[src/rtl/spi_cmd_ctrl.sv]
// Command sequencer between the SPI slave word interface and the register bus.
// Latency: command word -> bus_req next cycle; bus_ack -> tx_valid next cycle.
// Backpressure: rx_ready low while a bus access or TX word is pending; words arriving then are dropped and flagged.
module spi_cmd_ctrl #(
  parameter int          ADDR_W   = 8,
  parameter int          TIMEOUT  = 255,
  parameter logic [31:0] ERR_WORD = 32'hDEAD_BEEF
) (
  input  logic              clk,
  input  logic              rst,
  input  logic              cs_n,
  input  logic [31:0]       rx_data,
  input  logic              rx_valid,
  output logic              rx_ready,
  output logic [31:0]       tx_data,
  output logic              tx_valid,
  input  logic              tx_ready,
  output logic              bus_req,
  output logic              bus_we,
  output logic [ADDR_W-1:0] bus_addr,
  output logic [31:0]       bus_wdata,
  input  logic              bus_ack,
  input  logic [31:0]       bus_rdata,
  output logic              err_irq
);

  typedef enum logic [1:0] {
    S_IDLE  = 2'd0,
    S_WDATA = 2'd1,
    S_BUS   = 2'd2,
    S_TXQ   = 2'd3
  } state_t;

  localparam logic [1:0]  OP_NOP    = 2'b00;
  localparam logic [1:0]  OP_WRITE  = 2'b01;
  localparam logic [1:0]  OP_READ   = 2'b10;
  localparam logic [1:0]  OP_STATUS = 2'b11;
  localparam logic [15:0] TO_LAST   = 16'(TIMEOUT - 1);

  // Registered state and outputs
  state_t            state, state_n;
  logic              cs_n_q;
  logic              discard, discard_n;
  logic [15:0]       cnt, cnt_n;
  logic              bus_we_n;
  logic [ADDR_W-1:0] bus_addr_n;
  logic [31:0]       bus_wdata_n;
  logic [31:0]       tx_data_n;
  logic              err_ovr, err_ovr_n;
  logic              err_to, err_to_n;
  logic [7:0]        ovr_cnt, ovr_cnt_n;
  logic [7:0]        to_cnt, to_cnt_n;

  // Decode helpers
  logic              cs_rise;
  logic              ovr_set;
  logic              to_set;
  logic              clr;
  logic [1:0]        op;
  logic [31:0]       status_word;
  logic [7:0]        ovr_base, to_base;

  // Command bits between the CLR flag and the address field carry no meaning.
  logic unused_cmd_bits;
  assign unused_cmd_bits = ^rx_data[28:ADDR_W];

  assign cs_rise     = cs_n & ~cs_n_q;
  assign ovr_set     = rx_valid & ~rx_ready;
  assign op          = rx_data[31:30];
  assign status_word = {err_ovr, err_to, 14'b0, ovr_cnt, to_cnt};

  // Next-state decode: sequencing, bus handshake, timeout and frame-end handling
  always_comb begin
    state_n     = state;
    discard_n   = discard;
    cnt_n       = cnt;
    bus_we_n    = bus_we;
    bus_addr_n  = bus_addr;
    bus_wdata_n = bus_wdata;
    tx_data_n   = tx_data;
    to_set      = 1'b0;
    clr         = 1'b0;

    case (state)
      S_IDLE: begin
        if (rx_valid) begin
          case (op)
            OP_WRITE: begin
              bus_addr_n = rx_data[ADDR_W-1:0];
              state_n    = S_WDATA;
            end
            OP_READ: begin
              bus_addr_n = rx_data[ADDR_W-1:0];
              bus_we_n   = 1'b0;
              cnt_n      = 16'd0;
              state_n    = S_BUS;
            end
            OP_STATUS: begin
              // Snapshot is taken from the pre-clear values.
              tx_data_n = status_word;
              clr       = rx_data[29];
              state_n   = S_TXQ;
            end
            default: state_n = S_IDLE;
          endcase
        end
      end

      S_WDATA: begin
        // Frame end abandons a write whose data word never arrived.
        if (cs_rise) begin
          state_n = S_IDLE;
        end else if (rx_valid) begin
          bus_wdata_n = rx_data;
          bus_we_n    = 1'b1;
          cnt_n       = 16'd0;
          state_n     = S_BUS;
        end
      end

      S_BUS: begin
        // A frame end here only marks the result as unwanted; the access runs to completion.
        if (cs_rise) begin
          discard_n = 1'b1;
        end
        if (bus_ack) begin
          discard_n = 1'b0;
          if (bus_we || discard || cs_rise) begin
            state_n = S_IDLE;
          end else begin
            tx_data_n = bus_rdata;
            state_n   = S_TXQ;
          end
        end else if (cnt == TO_LAST) begin
          to_set    = 1'b1;
          discard_n = 1'b0;
          if (bus_we || discard || cs_rise) begin
            state_n = S_IDLE;
          end else begin
            tx_data_n = ERR_WORD;
            state_n   = S_TXQ;
          end
        end else begin
          cnt_n = cnt + 16'd1;
        end
      end

      S_TXQ: begin
        if (cs_rise || tx_ready) begin
          state_n = S_IDLE;
        end
      end

      default: state_n = S_IDLE;
    endcase
  end

  // Sticky error flags and saturating counters; a set in the clear cycle survives the clear
  always_comb begin
    ovr_base  = clr ? 8'd0 : ovr_cnt;
    to_base   = clr ? 8'd0 : to_cnt;
    err_ovr_n = (err_ovr & ~clr) | ovr_set;
    err_to_n  = (err_to & ~clr) | to_set;
    ovr_cnt_n = ovr_base;
    to_cnt_n  = to_base;
    if (ovr_set && (ovr_base != 8'hFF)) begin
      ovr_cnt_n = ovr_base + 8'd1;
    end
    if (to_set && (to_base != 8'hFF)) begin
      to_cnt_n = to_base + 8'd1;
    end
  end

  // State register; handshake outputs are registered from the next state
  always_ff @(posedge clk) begin
    if (rst) begin
      state     <= S_IDLE;
      cs_n_q    <= 1'b1;
      discard   <= 1'b0;
      cnt       <= 16'd0;
      bus_req   <= 1'b0;
      bus_we    <= 1'b0;
      bus_addr  <= '0;
      bus_wdata <= 32'd0;
      tx_valid  <= 1'b0;
      tx_data   <= 32'd0;
      rx_ready  <= 1'b1;
      err_ovr   <= 1'b0;
      err_to    <= 1'b0;
      ovr_cnt   <= 8'd0;
      to_cnt    <= 8'd0;
      err_irq   <= 1'b0;
    end else begin
      state     <= state_n;
      cs_n_q    <= cs_n;
      discard   <= discard_n;
      cnt       <= cnt_n;
      bus_req   <= (state_n == S_BUS);
      bus_we    <= bus_we_n;
      bus_addr  <= bus_addr_n;
      bus_wdata <= bus_wdata_n;
      tx_valid  <= (state_n == S_TXQ);
      tx_data   <= tx_data_n;
      rx_ready  <= (state_n == S_IDLE) || (state_n == S_WDATA);
      err_ovr   <= err_ovr_n;
      err_to    <= err_to_n;
      ovr_cnt   <= ovr_cnt_n;
      to_cnt    <= to_cnt_n;
      err_irq   <= err_ovr_n | err_to_n;
    end
  end

endmodule

[config.mk]
export PLATFORM = sky130hd
export DESIGN_NAME = spi_cmd_ctrl
export DESIGN_NICKNAME = d
export VERILOG_FILES = /design/src/rtl/spi_cmd_ctrl.sv
export SDC_FILE = /design/constraint.sdc
export NUM_CORES = 1
export LEC_CHECK = 0
export CAP_MARGIN = 30
export CORE_MARGIN = 3
export CORE_UTILIZATION = 48
export DETAILED_ROUTE_END_ITERATION = 16
export PLACE_DENSITY = 0.81
export SLEW_MARGIN = 10
export SYNTH_ARGS = -nofsm -noshare
export SYNTH_HDL_FRONTEND = slang
export SYNTH_SLANG_ARGS = --single-unit
[constraint.sdc]
create_clock -name clk -period 2.7 [get_ports clk]
set_input_delay 0.405 -clock clk [delete_from_list [all_inputs] [get_ports clk]]
set_output_delay 0.405 -clock clk [all_outputs]
set_load 0.02 [all_outputs]
## Word-level counts from Yosys, hierarchy flattened

Cells that the tools add are included.
W data, S select, Z words.

- Add/subtract/negate cells: 3
- Equality and inequality tests: 21
- Mux-type cells: 41
- Bitwise operators: 11
- Reductions and logical operators: 19

Operators by type and width:

| operator | count |
|---|---|
| $mux W32 | 6 |
| $mux W16 | 6 |
| $pmux W32 S2 | 1 |
| $pmux W16 S3 | 1 |
| $mux W8 | 4 |
| $add A16 B1 Y16 const B | 1 |
| $add A8 B1 Y8 const B | 2 |
| $eq A16 B8 Y1 const B | 1 |
| $ne A8 B8 Y1 const B | 2 |
| $mux W2 | 7 |
| $mux W1 | 13 |
| $eq A2 B2 Y1 const B | 6 |
| $ne A2 B2 Y1 const B | 6 |
| $reduce_and A5 Y1 | 2 |
| $pmux W2 S4 | 1 |
| $reduce_and A7 Y1 | 1 |
| $eq A2 B1 Y1 const B | 3 |
| $pmux W2 S3 | 1 |
| $reduce_and A3 Y1 | 2 |
| $reduce_bool A3 Y1 | 2 |
| $and A1 B1 Y1 | 4 |
| $logic_not A2 Y1 | 2 |
| $logic_or A1 B1 Y1 | 4 |
| $ne A2 B1 Y1 const B | 2 |
| other kinds (8) | 15 |

- Bits in registers: 115
- Input port bits: 70
- Output and inout port bits: 77
- Word-level logic and storage cells: 111

## Depth between registers and ports, before layout

- Depth after elaboration: 9
- Depth in mapped cells: 11
- Mapped depth without buffers: 9

## Least setup slack after synthesis

OpenSTA, ideal clock, no wires.

- Kind: flip-flop to flip-flop
- Start: register state[0]
- End: register ovr_cnt[7]
- Library setup time: 72 ps
- Arrival: 2471 ps
- Data required time: 2628 ps
- Slack: 157 ps
- Cell stages (with the launch flop): 11
- Buffers on the path: 2
- Period minus slack after synthesis: 2543 ps
- Cells stage by stage: dfxtp_1 -> buf_2 -> nor3b_2 -> nand3_1 -> clkbuf_1 -> and2_1 -> ha_1 -> nand4_1 -> or4b_1 -> or3_1 -> a21oi_1

- Word-level cells in the longest chain between the ends: 6
- Elaborated cells between the ends (all ways): 7
- Those cells by class: 1 x add/sub; 1 x eq/ne; 3 x mux; 2 x reduce/logical

Ends and longest elaborated chain:

| item | RTL line | source |
|---|---|---|
| from (decl) | 41 | `state_t state, state_n;` |
| from (signal assigned) | 194 | `state <= state_n;` |
| $logic_not A2 Y1 * | 84 | `case (state)` |
| $mux W1 * | 84 |  |
| $mux W8 * | 160 | `ovr_base = clr ? 8'd0 : ovr_cnt;` |
| parallel branches: the longest is 2 deep, another holds $add A8 B1 Y8 | n/a |  |
| $mux W8 * | 166 | `if (ovr_set && (ovr_base != 8'hFF)) begin` |
| to (signal assigned) | 207 | `ovr_cnt <= ovr_cnt_n;` |
| to (decl) | 51 | `logic [7:0] ovr_cnt, ovr_cnt_n;` |

Every way passes the cells marked *.
A chain may end at the register's enable or synchronous reset.

## Worst setup path after layout

- Start: register cnt[0]
- End: register cnt[7]

- Word-level cells in the longest chain between the ends: 4
- Elaborated cells between the ends (all ways): 7
- Those cells by class: 1 x add/sub; 2 x eq/ne; 3 x mux; 1 x reduce/logical

Ends and longest elaborated chain:

| item | RTL line | source |
|---|---|---|
| from (decl) | 44 | `logic [15:0] cnt, cnt_n;` |
| from (signal assigned) | 197 | `cnt <= cnt_n;` |
| $add A16 B1 Y16 | 144 | `cnt_n = cnt + 16'd1;` |
| $mux W16 | 134 | `end else if (cnt == TO_LAST) begin` |
| $mux W16 | 126 | `if (bus_ack) begin` |
| $pmux W16 S3 | 84 |  |

Parallel ways exist; a longest one is shown, timed or not. The select of a mux whose other input is x is not followed.

==> qor.yml <==
final_layout:
  final_core_utilization: 0.743
  fin_area_mm2: 0.00743
  drive_above_1_share: 0.0930
  area_delta_synth_final_pct: 46.7
  fill_cells: 723
  n_antenna_cell: 0
  layout.nets: 881
grt:
  first_global_vias: 5226
  global_route.overflow_total: 0
  grt_start_max_net_pins: 58
  first_pass_grt_wire_length_mm: 24.7
  globalRouteTotalUtil: 0.263
  grt_antenna_before_repair: 0
cts:
  latest_clock_arrival_within_the_worst_skew_pair_ns: 0.52
  cts_sinks: 115
  maximum_number_of_buffers_from_clock_root_to_sink: 2
  tritoncts: "done"
  cts_max_level: 4
  clk_root_buffer_cell: "sky130_fd_sc_hd__clkbuf_8"
  cts_resized: 0
  holdBufCountCts: 0
  clk_pin_slew_worst_paths_ns: 0.06
  post_cts.repair.setup_buffers: 0
  tritoncts.num_buffers: 17
placed_design:
  gp_routability_congestion: 0.832
  place_area_mm2: 0.00672
  port_buffers: 146
  dp_hpwl_mm: 10.1
die:
  fp.dieArea_mm2: 0.0118
  die_h_um: 109
  core_region_area_mm2: 0.0100
  io-pin-count: 147
  floorplan.initialDensity: 0.506
  fp.dieW_um: 109
  num_rows: 36
sta:
  period_share: 0.922
  timing.final.setup_violations: 0
  worst_slew_pin_slew_ns: 0.584
  timing.final.crit_period_ns: 2.49
  final-max-slew-violation-count: 0
  max_freq_ghz: 0.402
  skew_ns: 0.00848
  timing_hold_violations_final: 0
  setup_total_negative_slack_ns: 0
  timing.slew.headroom: 0.610
  rsz0062_at_grt: "false"
synthesis:
  synth_top_area_share: 0.455
  synth_top_cell_by_area: "sky130_fd_sc_hd__dfxtp_1"
  async_sr_flop_fraction: 0
  synth_sequential_area_ratio: 0.455
  ys_seq_elements: 115
  netlist_top_cells_area: "sky130_fd_sc_hd__dfxtp_1 45%, sky130_fd_sc_hd__nand2_1 11%, sky130_fd_sc_hd__a21oi_1 7.2%, sky130_fd_sc_hd__o21ai_0 4.2%, sky130_fd_sc_hd__nand4_1 2.8%"
  syn_avg_cell_area_um2: 7.73
  synth.yosys.warnings: 0
  postSynthNetCount: 732
  yosys.cell_types.count: 57
  synthesized_area_mm2: 0.00506
  post_synth_inst_count: 655
  synth_top_flop_cell: "sky130_fd_sc_hd__dfxtp_1"
  synth-edff-count: 0
drt:
  wire_per_inst_um: 15.9
  antenna_violating_nets_left: 0
  detail_route.vias_per_cell: 5.58
  drtPass1Iterations: 5
  via_count: 5302
  drt_iter0_drcs: 302
  postRouteWirelength_mm: 15.1
  drc: 0
pwr:
  power.total_uw: 5210
  standby_leakage_power_uw: 0.00268
  worst_vdd_rail_ir_drop_mv: 0.442
  power_per_standard_cell_area_mw_per_mm2: 701
job:
  cap_violations: 0
setup_path:
  critical_path.cell_chain: "inv_1 > ha_1 > and4b_1 > a41oi_1 > o22ai_1 > buf_4 > or4_2 > a21oi_1"
  critical_path_required_ns: 3.14
  cp.arrival_ns: 2.93
  count_of_buffering_cells_on_the_critical_path_with_inverters_included: 2
  cpPeakStageDelay_ns: 0.67
  worst_setup_path_end_kind: "register"
  cpLargestDelayFamily: "simple AND/OR/NAND/NOR gates"
  critical-path-slowest-cell: "sky130_fd_sc_hd__or4_2"
  critical_path.max_fanout: 18
  worst-setup-path-type: "reg -> reg"
  critPathLaunchType: "register"
run_status:
  result_of_the_run: "complete, no violations"
hold_path:
  holdCritPathClass: "in -> reg"
-- cells by family (layout without fill, tap and decap cells) --
group           count (synthesis)  in the layout  share of synthesized area
compound gates                156            156                      0.175
xor+xnor                        9              9                     0.0156
fa+ha+maj                       7              7                     0.0173
buf+inv                        75            237                     0.0595
flops                         115            115                      0.455
mux                             4              4                    0.00815
simple gates                  289            289                      0.270
-- synth_stat cells, drive strengths merged (10+ instances only) --
master	number
nand2	143
nand3	25
or3	16
nor2	37
nand4	23
o21ai	43
a21oi	73
buf	10
dfxtp	115
a31oi	15
inv	29
clkbuf	34
-- stage by stage --
step | cells | hold slack (ns) | worst slack (ns)
after floorplan | 655 | 0.441 | 0.157
after global placement | 918 | 0.441 | -0.120
after detailed placement | 918 | 0.446 | -0.216
after CTS | 950 | 0.423 | 0.220
after global routing | 950 | 0.434 | 0.0500
final | 950 | 0.426 | 0.211
-- power by group --
part | switching (µW) | total [µW] | leakage (µW) | internal [µW]
Combinational | 413 | 714 | 0.00142 | 300
Sequential | 35.9 | 1800 | 0.000930 | 1760
Clock | 798 | 2690 | 0.000331 | 1900
Total | 1250 | 5210 | 0.00268 | 3960
-- registers in the layout, indices dropped and copies added, names as in the netlist --
register and cells:
err_to 1, cnt 16, cs_n_q 1, err_irq 1, bus_addr 8, ovr_cnt 8
err_ovr 1, discard 1, state 2, rx_ready 1, bus_wdata 32, bus_we 1
bus_req 1, tx_valid 1, to_cnt 8, tx_data 32
-- tightest hold or removal path, stage by stage --
cell and delay, ns:
sky130_fd_sc_hd__clkdlybuf4s50_1 0.40, sky130_fd_sc_hd__nand2_1 0.05, sky130_fd_sc_hd__a21oi_1 0.05
-- final cells by class --
class                           count  area, µm²  area share
Inverter                           30        113      0.0152
Multi-Input combinational cell    465       2460       0.331
Sequential cell                   115       2300       0.310
Clock buffer                       19        432      0.0581
Clock inverter                     13        279      0.0376
Tap cell                          133        166      0.0224
Timing Repair Buffer              175       1670       0.225
-- placed cells by master, fill, tap and decap left out, types with 3 or more instances in the layout --
cell                                n
sky130_fd_sc_hd__a21oi_1           73
sky130_fd_sc_hd__a311oi_1           5
sky130_fd_sc_hd__a31oi_1           15
sky130_fd_sc_hd__a41oi_1            3
sky130_fd_sc_hd__and2_1             9
sky130_fd_sc_hd__and3_1             6
sky130_fd_sc_hd__buf_4             29
sky130_fd_sc_hd__bufinv_16          8
sky130_fd_sc_hd__clkbuf_16         16
sky130_fd_sc_hd__clkdlybuf4s50_1  145
sky130_fd_sc_hd__clkinvlp_4         4
sky130_fd_sc_hd__dfxtp_1          115
sky130_fd_sc_hd__ha_1               7
sky130_fd_sc_hd__inv_1             29
sky130_fd_sc_hd__mux2i_1            3
sky130_fd_sc_hd__nand2_1          142
sky130_fd_sc_hd__nand2b_1           3
sky130_fd_sc_hd__nand3_1           25
sky130_fd_sc_hd__nand4_1           23
sky130_fd_sc_hd__nor2_1            37
sky130_fd_sc_hd__nor3_1             4
sky130_fd_sc_hd__nor4_1             3
sky130_fd_sc_hd__o21ai_0           42
sky130_fd_sc_hd__o31ai_1            5
sky130_fd_sc_hd__or2_2              3
sky130_fd_sc_hd__or3_1             14
sky130_fd_sc_hd__or4_1              4
sky130_fd_sc_hd__xnor2_1            6
sky130_fd_sc_hd__xor2_1             3
-- path summary, 6_finish.rpt --
kind	start	endpoint	slack, ns	cells after the start
max	cnt[0]$_SDFFE_PP0P_	cnt[7]$_SDFFE_PP0P_	0.21	8
min	rx_data[25]	bus_wdata[25]$_SDFFE_PP0P_	0.43	3
max reg2reg	cnt[0]$_SDFFE_PP0P_	cnt[7]$_SDFFE_PP0P_	0.21	8
min reg2reg	bus_wdata[20]$_SDFFE_PP0P_	bus_wdata[20]$_SDFFE_PP0P_	0.45	2
-- metal layers --
layer,vias to the layer above,track usage,part of all wire
li1,2562,-,-
met1,2471,0.296,0.39
met2,233,0.453,0.50
met3,36,0.0965,0.085
met4,0,0.100,0.023
met5,-,0,0
Power figures use the tool's default switching activity.
